<file path="src/rtl/bcd_scan_counter.sv">
`default_nettype none
// ============================================================================
// Module   : bcd_scan_counter
// Purpose  : NUM_DIGITS-wide BCD up/down counter with parallel load. Its
//            digits are time-multiplexed onto one 4-bit BCD bus with a
//            one-hot digit select, so a single set of seven-segment decoders
//            can drive a multi-digit display. Optional leading-zero blanking.
// Ports    : clk        rising-edge system clock
//            reset      synchronous active-high reset
//            en         count enable, one step per cycle
//            up         direction (1 = increment, 0 = decrement)
//            load       parallel load strobe (has priority over en)
//            load_val   BCD load value, digit 0 in bits [3:0]
//            count      registered counter value, digit 0 least significant
//            wrap       one-cycle pulse on full-range rollover
//            bcd_out    BCD code of the scanned digit (bit 3 = decoder in1)
//            digit_sel  one-hot enable of the scanned digit
//            blank      scanned digit is a suppressed leading zero
// Revision : 1.0 - initial release
// ============================================================================
module bcd_scan_counter #(
  parameter int NUM_DIGITS = 4,    // 1..8
  parameter int SCAN_DIV   = 1000, // cycles per displayed digit, >= 2
  parameter int LZB        = 1     // 1 = leading-zero blanking enabled
) (
  input  logic                    clk,
  input  logic                    reset,
  input  logic                    en,
  input  logic                    up,
  input  logic                    load,
  input  logic [4*NUM_DIGITS-1:0] load_val,
  output logic [4*NUM_DIGITS-1:0] count,
  output logic                    wrap,
  output logic [3:0]              bcd_out,
  output logic [NUM_DIGITS-1:0]   digit_sel,
  output logic                    blank
);

  // --------------------------------------------------------------------------
  // Derived widths
  // --------------------------------------------------------------------------
  localparam int CW    = 4 * NUM_DIGITS;
  localparam int PRE_W = (SCAN_DIV > 1) ? $clog2(SCAN_DIV) : 1;
  localparam int IDX_W = (NUM_DIGITS > 1) ? $clog2(NUM_DIGITS) : 1;

  localparam logic [PRE_W-1:0]      PRE_LAST = PRE_W'(SCAN_DIV - 1);
  localparam logic [IDX_W-1:0]      IDX_LAST = IDX_W'(NUM_DIGITS - 1);
  localparam logic [NUM_DIGITS-1:0] SEL_RST  = NUM_DIGITS'(1);
  localparam logic [3:0]            BCD_MAX  = 4'd9;

  // --------------------------------------------------------------------------
  // State registers
  // --------------------------------------------------------------------------
  logic [CW-1:0]         count_q,  count_d;
  logic                  wrap_q,   wrap_d;
  logic [PRE_W-1:0]      pre_q,    pre_d;
  logic [IDX_W-1:0]      idx_q,    idx_d;
  logic [NUM_DIGITS-1:0] sel_q,    sel_d;
  logic [3:0]            bcd_q,    bcd_d;
  logic                  blank_q,  blank_d;

  // --------------------------------------------------------------------------
  // Load path: clamp any illegal nibble to 9 so the counter can never hold a
  // non-BCD digit, whatever the load source presents.
  // --------------------------------------------------------------------------
  logic [CW-1:0] w_load_clamped;

  always_comb begin
    w_load_clamped = '0;
    for (int i = 0; i < NUM_DIGITS; i++) begin
      if (load_val[4*i +: 4] > BCD_MAX) begin
        w_load_clamped[4*i +: 4] = BCD_MAX;
      end else begin
        w_load_clamped[4*i +: 4] = load_val[4*i +: 4];
      end
    end
  end

  // --------------------------------------------------------------------------
  // Ripple step: a single carry/borrow flag walks from digit 0 upward. Once
  // it is absorbed by a digit, higher digits pass through unchanged. A flag
  // still set after the top digit means the whole range rolled over.
  // --------------------------------------------------------------------------
  logic [CW-1:0] w_step;
  logic          w_step_wrap;
  logic          w_ripple;
  logic [3:0]    w_digit;

  always_comb begin
    w_step   = count_q;
    w_ripple = 1'b1;
    w_digit  = 4'd0;
    for (int i = 0; i < NUM_DIGITS; i++) begin
      w_digit = count_q[4*i +: 4];
      if (w_ripple) begin
        if (up) begin
          // Treat >=9 as the carry case; digits never exceed 9, but this
          // keeps the step closed over BCD even if one ever did.
          if (w_digit >= BCD_MAX) begin
            w_step[4*i +: 4] = 4'd0;
          end else begin
            w_step[4*i +: 4] = w_digit + 4'd1;
            w_ripple         = 1'b0;
          end
        end else begin
          if (w_digit == 4'd0) begin
            w_step[4*i +: 4] = BCD_MAX;
          end else if (w_digit > BCD_MAX) begin
            w_step[4*i +: 4] = BCD_MAX - 4'd1;
            w_ripple         = 1'b0;
          end else begin
            w_step[4*i +: 4] = w_digit - 4'd1;
            w_ripple         = 1'b0;
          end
        end
      end
    end
    w_step_wrap = w_ripple;
  end

  // --------------------------------------------------------------------------
  // Counter next state: load beats en; reset is handled in the register.
  // --------------------------------------------------------------------------
  always_comb begin
    count_d = count_q;
    wrap_d  = 1'b0;
    if (load) begin
      count_d = w_load_clamped;
    end else if (en) begin
      count_d = w_step;
      wrap_d  = w_step_wrap;
    end
  end

  // --------------------------------------------------------------------------
  // Scan timing: free-running prescaler, independent of en/load. The digit
  // index advances on the prescaler's terminal count.
  // --------------------------------------------------------------------------
  always_comb begin
    pre_d = pre_q + PRE_W'(1);
    idx_d = idx_q;
    if (pre_q == PRE_LAST) begin
      pre_d = '0;
      if (idx_q == IDX_LAST) begin
        idx_d = '0;
      end else begin
        idx_d = idx_q + IDX_W'(1);
      end
    end
  end

  // --------------------------------------------------------------------------
  // Scan outputs are all computed from the *next* index and the current
  // count, then registered together. That keeps digit_sel, bcd_out and blank
  // consistent on every cycle, and lets a digit that changes mid-slot show up
  // one cycle later rather than waiting for the next slot.
  // --------------------------------------------------------------------------
  always_comb begin
    sel_d = '0;
    bcd_d = 4'd0;
    for (int i = 0; i < NUM_DIGITS; i++) begin
      if (idx_d == IDX_W'(i)) begin
        sel_d[i] = 1'b1;
        bcd_d    = count_q[4*i +: 4];
      end
    end
  end

  generate
    if (LZB != 0) begin : g_lzb_on
      logic w_zero_above;

      // Walk from the most significant digit down; w_zero_above tracks
      // whether the scanned digit and every digit above it are zero.
      // Digit 0 is excluded so a zero value still displays "0".
      always_comb begin
        blank_d      = 1'b0;
        w_zero_above = 1'b1;
        for (int i = NUM_DIGITS - 1; i >= 0; i--) begin
          w_zero_above = w_zero_above & (count_q[4*i +: 4] == 4'd0);
          if ((idx_d == IDX_W'(i)) && (i != 0)) begin
            blank_d = w_zero_above;
          end
        end
      end
    end else begin : g_lzb_off
      assign blank_d = 1'b0;
    end
  endgenerate

  // --------------------------------------------------------------------------
  // Registers
  // --------------------------------------------------------------------------
  always_ff @(posedge clk) begin
    if (reset) begin
      count_q <= '0;
      wrap_q  <= 1'b0;
      pre_q   <= '0;
      idx_q   <= '0;
      sel_q   <= SEL_RST;
      bcd_q   <= 4'd0;
      blank_q <= 1'b0;
    end else begin
      count_q <= count_d;
      wrap_q  <= wrap_d;
      pre_q   <= pre_d;
      idx_q   <= idx_d;
      sel_q   <= sel_d;
      bcd_q   <= bcd_d;
      blank_q <= blank_d;
    end
  end

  // --------------------------------------------------------------------------
  // Outputs
  // --------------------------------------------------------------------------
  assign count     = count_q;
  assign wrap      = wrap_q;
  assign bcd_out   = bcd_q;
  assign digit_sel = sel_q;
  assign blank     = blank_q;

endmodule
`default_nettype wire

</file>
<file path="config.mk">
export PLATFORM = sky130hd
export DESIGN_NAME = bcd_scan_counter
export DESIGN_NICKNAME = d
export VERILOG_FILES = /design/src/rtl/bcd_scan_counter.sv
export SDC_FILE = /design/constraint.sdc
export NUM_CORES = 1
export LEC_CHECK = 0
export ABC_AREA = 1
export CORE_MARGIN = 2
export CORE_UTILIZATION = 49
export CTS_BUF_LIST = sky130_fd_sc_hd__clkbuf_4
export DETAILED_ROUTE_END_ITERATION = 10
export DONT_BUFFER_PORTS = 1
export GPL_ROUTABILITY_DRIVEN = 1
export PLACE_DENSITY_LB_ADDON = 0.25
export SYNTH_ARGS = -nofsm -noshare
export SYNTH_HDL_FRONTEND = slang
export SYNTH_SLANG_ARGS = --single-unit
</file>
<file path="constraint.sdc">
create_clock -name clk -period 2.22 [get_ports clk]
set_input_delay 0.444 -clock clk [delete_from_list [all_inputs] [get_ports clk]]
set_output_delay 0.444 -clock clk [all_outputs]
set_load 0.05 [all_outputs]
</file>
==> metrics.cfg <==
[run_status]
status=finished clean

[logic_synthesis]
yosys-mux-area-fraction=0
yosys.area_share.adder=0.07805
synthDistinctLibCells=29
async_reset_ff_frac=0
ys_seq_area_frac=0.2792
synth-compound-area-share=0.1171
synthCells=425
synth_edf_count=0
synth.most_common_cell=nand2_1
synth_top_area_frac=0.2792
synth_area_sq_um=2725
yosysTopAreaCell=dfxtp_1
synth-seq-cells=38
synth_top_family_by_area=simple AND/OR/NAND/NOR gates
post_synth.cell_area_avg_sq_um=6.412
synthSimpleGateAreaFrac=0.3972
synth_flop_cell=dfxtp_1
yosys-top-cells-area=dfxtp_1 (28%), nand2_1 (13%), nand3_1 (8.3%), nor2_1 (8.1%), ha_1 (7.8%)
synth_common_cells=nand2_1 (98), nor2_1 (59), inv_1 (47)
synth_nets=463
yosys_warnings=0
synth_xor_xnor_area_share=0.03535

[timing]
fin_crit_sh=0.7933
max_freq_mhz=567.8
slew_headroom=0.6631
rsz0062_at_grt=no
layout_setup_ws_ps=458.8
fin_setup_tns_ps=0
finalMaxSlewViolations=0
finClkSkew_ps=18.45
finalCriticalPeriod_ps=1761
finalSetupViolCount=0
worst_slew_pin_slew_ps=504.6
finalHoldViolations=0

[pwr]
pwr_density_cell_nw_per_um2=613.8
leakagePower_nw=1.438
vdd_drop_max_uv=277.3

[cts]
cts_hold_buf=0
htreeDepth=2
postCtsSetupBuffers=0
numCtsBuffers=5
worstSkewPairLatency_ps=350
cts_tree=done
clkTransAtPathRegs_ps=140
clockBufferDepth=2
clock-sinks=38
cts_root_buffer=clkbuf_4
cts_resized=0

[routing]
wirelength_um=6711
routedWlPerCell_um=13.08
drtIter0Drc=131
drt_first_pass_iters=5
vias=2720
ant_nets=0
viasPerCell=5.302
drc=0

[critical_path]
cp_slowest_cell=dfxtp_1
crit_top_cell=nand2_1
cpPeakStageDelay_ps=430
crit_family=simple AND/OR/NAND/NOR gates
cp_max_fo=6
endpoint_kind=flop
arrival_ps=2020
crit_chain=inv_1 > ha_1 > nand2_1 > nand2_1 > nand3_1 > nand2_1 > nand3b_4 > nand2_4 > inv_2 > nor2_1 > nor2_1
path_depth=11
worst-path-buf-inv=2
reg2reg_from=count[8]
rrSetupSlack_ps=460
r2r_cells=11
start_kind=flop
timing.rr.end=count[14]
critPathKind=reg2reg
cp.required_ps=2470

[layout]
area_delta_synth_final_pct=9.137
nNetsFinal=478
num_antenna_cells=0
drive_above_1_share=0.1088

[floorplanning]
rows=27
initial_core_util=0.5010
die_w_um=78.58
ios=47
chipHeight_um=78.58
coreArea_sq_um=5439
dieArea_sq_um=6174

[global_route]
grt_usage=0.2294
grt_start_max_net_pins=16
grt_pass1_wl_um=11500
antenna_found_initial=0
grt_pass1_vias=2599
grt.overflow.total=0

[placement]
dp_hpwl_um=5196
dpl_worst_slack_ps=498.1
gp_congestion=0.9256
port_buffers=0

[worst_hold_path]
worstHoldPathType=in2reg
whs_endpoint=count[3]
whs_path_depth=1
hp-start=reset

[flow_run]
max_cap_viol_count=0

-- state kept, by name, indices dropped and copies added (netlist names) --
name	count
idx_q	2
blank	1
count	16
wrap	1
pre_q	10
digit_sel	4
bcd_out	4
-- per-layer routing --
layer,wire (um),share of wire,global-route usage
met5,0,0,0
met4,123,0.018,0.06491
met3,410,0.061,0.04253
met2,3268,0.49,0.4000
met1,2908,0.43,0.2869
-- layout by cell type (no fill, tap or decap), drive strengths merged --
master	count
nand2	103
nor2	67
inv	50
nand3	48
dfxtp	38
a21oi	27
o21ai	26
buf	19
ha	17
nand4	9
nor3	9
xnor2	6
xor2	5
clkbuf	5
a31oi	3
o211ai	2
o22ai	2
clkinvlp	2
o31ai	1
nand3b	1
bufinv	1
-- report_power, final --
| group | switching (mW) | total (mW) | internal [mW] | leakage (nW) |
|---|---|---|---|---|
| Clock | 0.254 | 0.490 | 0.236 | 0.0374 |
| Combinational | 0.384 | 0.570 | 0.186 | 1.09 |
| Sequential | 0.0465 | 0.765 | 0.719 | 0.311 |
| Total | 0.685 | 1.83 | 1.14 | 1.44 |
-- layout make-up --
cell class                 instances  area, sq um
multi-input combinational        326         1710
inverter                          50        187.7
tap                               72        90.09
clock inverter                     3        45.04
clock buffer                       5        37.54
fill                             541         2465
timing repair buffer              19        142.6
sequential                        38        760.7
-- metrics by stage --
stage | instance area (sq um) | instances | hold slack [ps] | power [mW] | util
6_report | 2974 | 513 | 137.3 | 1.825 | 0.5468
3_5_place_dp | 2892 | 505 | 436.6 | 1.346 | 0.5316
2_1_floorplan | 2725 | 425 | 417.9 | 1.228 | -
4_1_cts | 2974 | 513 | 135.1 | 1.830 | 0.5468
3_3_place_gp | 2892 | 505 | 433.4 | 1.344 | 0.5316
5_1_grt | 2974 | 513 | 130.9 | 1.947 | 0.5468
-- how the worst max path moves through the flow --
stage | start | end | slack, ps
after floorplan | count[8] | count[14] | 220
after global placement | pre_q[0] | bcd_out[1] | 520
after detailed placement | pre_q[0] | bcd_out[1] | 500
after CTS | pre_q[0] | bcd_out[1] | 470
after global routing | pre_q[0] | bcd_out[3] | 300
final | count[8] | count[14] | 460
-- cell families (layout without fill, tap and decap cells) --
family / after synthesis / after routing
AND/OR/NAND/NOR: 237 / 237
AO/OA/AOI/OAI: 61 / 61
buffers and inverters: 61 / 77
flip-flops: 38 / 38
adder cells (fa/ha/maj): 17 / 17
XOR/XNOR: 11 / 11
Power figures use the tool's default switching activity.
